### src/rtl/alu_pkg.sv
// rtl/alu_pkg.sv - shared ALU op codes, divider state encoding and width default
package alu_pkg;

  localparam int ALU_XLEN = 32;

  localparam logic [5:0] ALU_DIV  = 6'b001100;
  localparam logic [5:0] ALU_DIVU = 6'b001101;
  localparam logic [5:0] ALU_REM  = 6'b001110;
  localparam logic [5:0] ALU_REMU = 6'b001111;

  typedef enum logic [1:0] {
    IDLE = 2'd0,
    CALC = 2'd1,
    FIX  = 2'd2
  } div_state_t;

  // Every divide-family op shares the 6'b0011?? prefix
  function automatic logic is_div_sel(input logic [5:0] sel);
    return sel[5:2] == 4'b0011;
  endfunction

endpackage

### src/rtl/alu_div_step.sv
// rtl/alu_div_step.sv - one combinational radix-2 restoring division iteration
module alu_div_step #(
  parameter int XLEN = 32
) (
  input  logic [XLEN-1:0] partial_rem,
  input  logic [XLEN-1:0] divisor,
  input  logic            dividend_bit,
  output logic [XLEN-1:0] next_rem,
  output logic            quotient_bit
);

  logic [XLEN:0] shifted;

  // Remainder stays below the divisor, so the post-subtract value fits XLEN bits
  assign shifted      = {partial_rem, dividend_bit};
  assign quotient_bit = shifted >= {1'b0, divisor};
  assign next_rem     = quotient_bit ? (shifted[XLEN-1:0] - divisor) : shifted[XLEN-1:0];

endmodule

### src/rtl/alu_div_seq.sv
// rtl/alu_div_seq.sv - multi-cycle RV32M DIV/DIVU/REM/REMU unit with START/BUSY/DONE handshake
module alu_div_seq
  import alu_pkg::*;
#(
  parameter int XLEN  = ALU_XLEN,
  parameter int CNT_W = 5
) (
  input  logic            CLK,
  input  logic            RESET,
  input  logic            START,
  input  logic [5:0]      SELECT,
  input  logic [XLEN-1:0] DATA1,
  input  logic [XLEN-1:0] DATA2,
  output logic            BUSY,
  output logic            DONE,
  output logic [XLEN-1:0] RESULT
);

  div_state_t      state, state_next;
  logic [CNT_W-1:0] cnt;
  logic [1:0]      op;
  logic            neg_quo, neg_rem, special;
  logic [XLEN-1:0] quo, rem, divisor;
  logic [XLEN-1:0] step_rem, result_q;
  logic            step_bit, done_q;
  logic            accept, is_signed, sign1, sign2, div_zero, overflow;

  assign is_signed = ~SELECT[0];
  assign accept    = START && (state == IDLE) && is_div_sel(SELECT);
  assign sign1     = is_signed & DATA1[XLEN-1];
  assign sign2     = is_signed & DATA2[XLEN-1];
  assign div_zero  = (DATA2 == '0);
  assign overflow  = is_signed && (DATA1 == {1'b1, {(XLEN-1){1'b0}}}) && (DATA2 == '1);

  alu_div_step #(.XLEN(XLEN)) u_step (
    .partial_rem (rem),
    .divisor     (divisor),
    .dividend_bit(quo[XLEN-1]),
    .next_rem    (step_rem),
    .quotient_bit(step_bit)
  );

  always_ff @(posedge CLK) begin
    if (!RESET) state <= IDLE;
    else        state <= state_next;
  end

  always_comb begin
    state_next = state;
    case (state)
      IDLE:    if (accept) state_next = (div_zero || overflow) ? FIX : CALC;
      CALC:    if (&cnt) state_next = FIX;
      FIX:     state_next = IDLE;
      default: state_next = IDLE;
    endcase
  end

  // quo doubles as the dividend shift register: dividend bits leave at the top
  // while quotient bits enter at the bottom.
  always_ff @(posedge CLK) begin
    if (!RESET) begin
      cnt     <= '0;
      op      <= '0;
      neg_quo <= 1'b0;
      neg_rem <= 1'b0;
      special <= 1'b0;
      quo     <= '0;
      rem     <= '0;
      divisor <= '0;
    end else begin
      case (state)
        IDLE: if (accept) begin
          cnt     <= '0;
          op      <= SELECT[1:0];
          neg_quo <= sign1 ^ sign2;
          neg_rem <= sign1;
          special <= div_zero | overflow;
          divisor <= sign2 ? -DATA2 : DATA2;
          if (div_zero) begin
            quo <= '1;
            rem <= DATA1;
          end else if (overflow) begin
            quo <= {1'b1, {(XLEN-1){1'b0}}};
            rem <= '0;
          end else begin
            quo <= sign1 ? -DATA1 : DATA1;
            rem <= '0;
          end
        end
        CALC: begin
          cnt <= cnt + 1'b1;
          quo <= {quo[XLEN-2:0], step_bit};
          rem <= step_rem;
        end
        default: ;
      endcase
    end
  end

  always_ff @(posedge CLK) begin
    if (!RESET) begin
      done_q   <= 1'b0;
      result_q <= '0;
    end else begin
      done_q <= (state == FIX);
      if (state == FIX) begin
        if (special)     result_q <= op[1] ? rem : quo;
        else if (op[1])  result_q <= neg_rem ? -rem : rem;
        else             result_q <= neg_quo ? -quo : quo;
      end
    end
  end

  assign BUSY   = (state != IDLE);
  assign DONE   = done_q;
  assign RESULT = result_q;

endmodule

### config.mk
export PLATFORM = sky130hd
export DESIGN_NAME = alu_div_seq
export DESIGN_NICKNAME = d
export VERILOG_FILES = /design/src/rtl/alu_pkg.sv /design/src/rtl/alu_div_step.sv /design/src/rtl/alu_div_seq.sv
export SDC_FILE = /design/constraint.sdc
export NUM_CORES = 1
export LEC_CHECK = 0
export CAP_MARGIN = 15
export CELL_PAD_IN_SITES_DETAIL_PLACEMENT = 1
export CELL_PAD_IN_SITES_GLOBAL_PLACEMENT = 1
export CORE_ASPECT_RATIO = 1.2
export CORE_MARGIN = 2
export CORE_UTILIZATION = 42
export DETAILED_ROUTE_END_ITERATION = 7
export PLACE_DENSITY = 0.81
export SLEW_MARGIN = 0
export SYNTH_ARGS = -nofsm -noshare
export SYNTH_HDL_FRONTEND = slang
export SYNTH_SLANG_ARGS = --single-unit
### constraint.sdc
create_clock -name CLK -period 3.3 [get_ports CLK]
set_clock_uncertainty 0.05 [all_clocks]
set_input_delay 0.66 -clock CLK [delete_from_list [all_inputs] [get_ports CLK]]
set_output_delay 0.66 -clock CLK [all_outputs]
set_load 0.02 [all_outputs]
# Yosys cells after proc, flatten, opt, wreduce, memory -nomap -nowiden
# Cells that the tools add are included.
[classes] bitwise_logic=5 n_addsub=6 mux=21 n_reduce_logical=13 magnitude_cmp=1 n_eq_ne=7
[op_table] operator="$mux W32" n=13
[op_table] operator="$neg A32 Y32" n=4
[op_table] operator="$pmux W32 S2" n=2
[op_table] operator="$eq A32 B32 Y1 const B" n=2
[op_table] operator="$ge A33 B32 Y1" n=1
[op_table] operator="$logic_not A32 Y1" n=1
[op_table] operator="$sub A32 B32 Y32" n=1
[op_table] operator="$pmux W5 S2" n=1
[op_table] operator="$mux W2" n=3
[op_table] operator="$reduce_and A2 Y1" n=3
[op_table] operator="$add A5 B1 Y5 const B" n=1
[op_table] operator="$mux W5" n=1
[op_table] operator="$reduce_and A5 Y1" n=1
[op_table] operator="$eq A4 B2 Y1 const B" n=1
[op_table] operator="$logic_and A1 B1 Y1" n=4
[op_table] operator="$ne A2 B2 Y1 const B" n=2
[op_table] operator="$pmux W2 S2" n=1
[op_table] operator="$reduce_bool A2 Y1" n=2
[op_table] operator="$and A1 B1 Y1" n=2
[op_table] operator="$eq A2 B1 Y1 const B" n=1
[op_table] operator="$eq A2 B2 Y1 const B" n=1
[op_table] operator="$logic_not A2 Y1" n=1
[op_table] operator="$logic_or A1 B1 Y1" n=1
[op_table] operator="$not A1 Y1" n=1
[op_table] operator="2 further kinds" n=2
[word_totals] regBits=141 inputBits=73 word_cells=64

# Depth between registers and ports, before layout
[depth] ltp_word=7 mapped_depth=13 depth_no_buf=11

# By module
# Synthesis repeated with hierarchy kept, for this count alone.
[unflattened] cells_unflattened=1483 hier_area_um2=11389.7
[by_module_without_submodules] mod="alu_div_seq" n_inst=1 area_each_um2=9058.7 cells_each=1160
[by_module_without_submodules] mod="alu_div_step" n_inst=1 area_each_um2=2331.0 cells_each=323

# Least setup slack after synthesis
# Ideal clock, no wire load.
[synth_path] path_type="input to register" startpoint="in DATA1[15]" endpoint="reg quo[15]" arrival_ps=2772 setup_slack_ps=350 t_required_ps=3122 cell_stages=10 path_cell_list="or4_1 > nor4_1 > nand3_1 > nor2_1 > and4b_1 > clkbuf_1 > buf_2 > o21ai_0 > a22oi_1 > nor2_1"
[synth_between] elab_chain_len=7
[synth_lines] element="from (decl)" line_no="alu_div_seq.sv:12" text="input logic [XLEN-1:0] DATA1,"
[synth_lines] element="branches (longest 3 deep; another with $neg A32 Y32)"
[synth_lines] element="$mux W32 (*)" line_no="alu_div_seq.sv:82" text="end else if (overflow) begin"
[synth_lines] element="$mux W32 (*)" line_no="alu_div_seq.sv:79" text="if (div_zero) begin"
[synth_lines] element="$mux W32 (*)" line_no="alu_div_seq.sv:72" text="IDLE: if (accept) begin"
[synth_lines] element="$pmux W32 S2 (*)" line_no="alu_div_seq.sv:71" text="case (state)"
[synth_lines] element="to (signal assigned)" line_no="alu_div_seq.sv:83" text="quo <= {1'b1, {(XLEN-1){1'b0}}};"
[synth_lines] element="to (signal assigned)" line_no="alu_div_seq.sv:86" text="quo <= sign1 ? -DATA1 : DATA1;"
[synth_lines] element="to (signal assigned)" line_no="alu_div_seq.sv:92" text="quo <= {quo[XLEN-2:0], step_bit};"
[synth_lines] element="to (decl)" line_no="alu_div_seq.sv:23" text="logic [XLEN-1:0] quo, rem, divisor;"
# Mark *: on every way between the ends. The select of a mux whose other input is x is not followed.
# A chain may end at the register's enable or synchronous reset.

# Final worst setup path
[layout_path] startpoint="reg divisor[4]" endpoint="reg rem[25]"
[layout_between] elab_chain_len=3
[layout_lines] element="from (decl)" line_no="alu_div_seq.sv:23"
[layout_lines] element="from (signal assigned)" line_no="alu_div_seq.sv:78" text="divisor <= sign2 ? -DATA2 : DATA2;"
[layout_lines] element="$sub A32 B32 Y32 / $ge A33 B32 Y1 (equally long branches)" line_no="alu_div_step.sv:17, alu_div_step.sv:16"
[layout_lines] element="$mux W32 (*)" line_no="alu_div_step.sv:17" text="assign next_rem = quotient_bit ? (shifted[XLEN-1:0] - divisor) : shifted[XLEN-1:0];"
[layout_lines] element="$pmux W32 S2 (*)" line_no="alu_div_seq.sv:71"
[layout_lines] element="to (signal assigned)" line_no="alu_div_seq.sv:93" text="rem <= step_rem;"
[layout_lines] element="to (decl)" line_no="alu_div_seq.sv:23"
# Every way passes the cells marked *; elsewhere a longest branch is shown, timed or not.

==> impl_summary.txt <==
----------------------------------------------------
[Pwr]
  Sequential fraction of design power ... 0.325
  Power per cell area ... 394 mW/mm^2
  Combinational share of power ... 0.322
  Overall power of the completed layout ... 0.00550 W
  Leakage power of the design ... 5.37 nW
  Largest vdd supply drop ... 0.253 mV
  Clock power share ... 0.353
  Switch Pwr ... 0.00187 W
  Net switching fraction of the power ... 0.340
  Power Internal ... 0.00363 W

[Logic synthesis]
  Cell taking the most area after synthesis ... dfxtp_1
  Compound-gate portion of the synthesized area ... 0.319
  Number of synthesized flops with an enable pin ... 0
  Synth Instances ... 1482
  Combinational family with the most area after synthesis ... compound AO/OA/AOI/OAI gates
  Post-Synth Simple-Gate Area ... 0.221
  Top post-synthesis cells by area ... dfxtp_1, a21oi_1, nand2_1
  Synthesized net count ... 1595
  Fraction of synthesized cell area in xor and xnor cells ... 0.0682
  Share of Yosys cell area claimed by the top area cell type ... 0.257
  Count of yosys warnings during synthesis ... 0
  Portion of the post-synthesis area used by sequential elements ... 0.257
  Adder-Cell Fraction of Synth Area ... 0.0465
  Avg Cell Area, Syn ... 7.37 sq um
  Register bit count reported by yosys ... 140
  Dominant register cell in the synthesized netlist ... dfxtp_1
  Async SR Flop Fraction ... 0
  Unique masters post-synth ... 75
  Syn Std Cell Area ... 0.0109 sq mm
  Multiplexer area fraction after synthesis ... 0.0317

[Die]
  Die W ... 151 um
  Floorplan die height ... 181 um
  Number of core rows ... 64
  DIE AREA ... 0.0273 sq mm
  Starting density of the core ... 0.427
  Top-level I/O count ... 107
  Area of the core region ... 0.0255 sq mm

[Timing]
  Final-report setup violation count ... 0
  Final-report max-slew violation count ... 0
  Fmax ... 317 MHz
  Final Critical Period ... 3.16 ns
  Total negative setup slack ... 0 ns
  RSZ-0062 raised after global routing ... no
  Final worst-path cycle share ... 0.956
  Relative max-transition margin ... 0.448
  Worst Max-Slew Pin Slew ... 0.826 ns
  Number of hold violations in the final report ... 0

[CTS]
  Root cell of the clock tree ... clkbuf_16
  Clock latency reported for the late side of the worst-skew pair ... 0.44 ns
  Maximum buffer depth of the clock tree ... 2
  Clock-pin transition on the worst setup and hold timing paths ... 0.06 ns
  Hold-fix buffers, CTS ... 0
  Clock tree from TritonCTS ... yes
  Clock sink total ... 140
  Number of clock buffers inserted by TritonCTS ... 17
  Number of H-tree levels ... 4

[Route]
  Vias/cell ... 6.26
  Total number of vias ... 12566
  Antenna-violating nets left ... 0
  DRC viols ... 0
  First-pass iteration count of the detailed router ... 8
  Overall routed net length ... 43900 um
  Wire length per cell after detailed routing ... 21.9 um
  DRT iter0 DRCs ... 896

[Final layout]
  Fillcell total ... 3178
  Number of nets in the final layout ... 1778
  Total non-filler cell area in the finished layout ... 0.0139 sq mm
  Most common cell after layout, fill and taps aside ... buf_4
  Area growth, synth to finish ... 27.7%
  Ant. Diodes ... 0
  Most frequent cells in the layout ... buf_4, dfxtp_1, a21oi_1, nand2_1, nor2_1
  Share of layout cells above drive strength 1 ... 0.133
  Count of placed standard cells in the final layout, fillers left out ... 2008

[Placed design]
  Placed cell count ... 1976
  Final estimated routing congestion in global placement ... 0.969
  Sum of net half-perimeters after detailed placement ... 33400 um
  Count of input and output buffers ... 106
  Instance area after placement ... 0.0133 sq mm

[Worst setup path]
  Worst Path Max Fanout ... 5
  Critical path data required time ... 3.55 ns
  Type of element launching the critical path ... flop
  Critical Path AT ... 3.41 ns
  Crit path capture type ... flop
  Type of the worst setup path ... reg2reg

[Global route]
  First-pass GRT wire length ... 69200 um
  GRT Resource Usage Total ... 0.321
  Total congestion overflow ... 0
  Initial antenna violation count ... 0
  Largest net degree at the start of global routing ... 82
  Vias in the first global route ... 12986

[Job]
  Maxcap violations ... 0

[Hold path]
  Type of the tightest min-delay check ... reg2reg

[Run status]
  Result of the run ... finished, final reports clean

----------------------------------------------------
metal layers:
layer,GRT usage,wire (um)
met1,0.370,17500
met4,0.179,2520
met3,0.0471,2030
met2,0.561,21900
met5,0,0
power groups by stage:
stage	Sequential [W]	Clock, W	Combinational (W)
final	0.00179	0.00194	0.00177
after global routing	0.00179	0.00202	0.00189
after CTS	0.00178	0.00195	0.00171
after detailed placement	0.00182	0	0.00167
after global placement	0.00182	0	0.00162
after floorplan	0.00181	0	0.000965
through the flow:
step / setup slack (ns) / hold slack, ns / utilization
after detailed placement: -0.108 / 0.396 / 0.521
after global placement: -0.0513 / 0.381 / 0.521
final: 0.144 / 0.399 / 0.546
after floorplan: 0.350 / 0.374 / -
after CTS: 0.0331 / 0.404 / 0.544
after global routing: 0.0339 / 0.431 / 0.546
area by class of cell:
cell class	count	area, sq um	area share
Sequential cell	140	2810	0.201
Clock inverter	10	116	0.00835
Timing Repair Buffer	269	2370	0.170
Multi-Input combinational cell	1178	7560	0.542
Clock buffer	22	464	0.0333
Inverter	59	221	0.0159
Tap cell	330	413	0.0296
synthesized netlist by cell type (7+ instances only):
cell type	n
nand4_1	20
nand2_1	131
o31ai_1	23
xor2_1	37
clkbuf_1	91
dfxtp_1	140
o21ai_0	97
a211oi_1	43
o21ai_1	20
o41ai_1	13
nor2b_1	10
mux2i_1	29
a21o_1	23
nor4_1	23
inv_1	59
and2_1	7
nand2b_1	12
nand3_1	29
buf_1	10
or3_1	21
o21a_1	18
a221oi_1	32
nor2_1	128
o21bai_1	8
o211ai_1	11
o2bb2ai_1	19
nor3_1	54
a31oi_1	19
a22oi_1	9
ha_1	39
or4_1	17
a21oi_1	134
xnor2_1	48
what timing repair did:
item                       in CTS  in global routing
buffers inserted                0                  0
cloned                          0                  0
setup endpoints to repair       8                 28
pin swaps                       0                  0
gates resized for setup         1                 10
logic make-up after synthesis:
group / after synthesis
adders and majority gates: 40
buffers and inverters: 164
and+or+nand+nor: 493
muxes: 33
DFF: 140
xor gates and xnor gates: 85
AOI/OAI and AO/OA: 527
state kept, by name, indices dropped and copies added (netlist names):
register	cells
divisor	32
state	2
special	1
quo	32
RESULT	32
neg_rem	1
cnt	5
DONE	1
op	1
rem	32
neg_quo	1
worst max-delay path: stages, from the launching register on:
cell and delay (ns):
dfxtp_1 0.33, inv_1 0.05, ha_1 0.36, nand4_1 0.15
a21o_1 0.21, a31oi_2 0.26, o2111ai_2 0.23, a211oi_2 0.39
buf_4 0.19, nor3_4 0.05, buf_4 0.18, a221oi_1 0.43
a21oi_1 0.13
final timing paths:
| path | startpoint | to | slack, ns | depth (start not counted) |
|---|---|---|---|---|
| worst max-delay path | divisor[4] | rem[25] | 0.14 | 12 |
| worst min-delay path | divisor[31] | divisor[31] | 0.40 | 2 |
| worst max register to register | divisor[4] | rem[25] | 0.14 | 12 |
| worst min register to register | divisor[31] | divisor[31] | 0.40 | 2 |
Note: power is estimated with default switching activity, not from simulation.
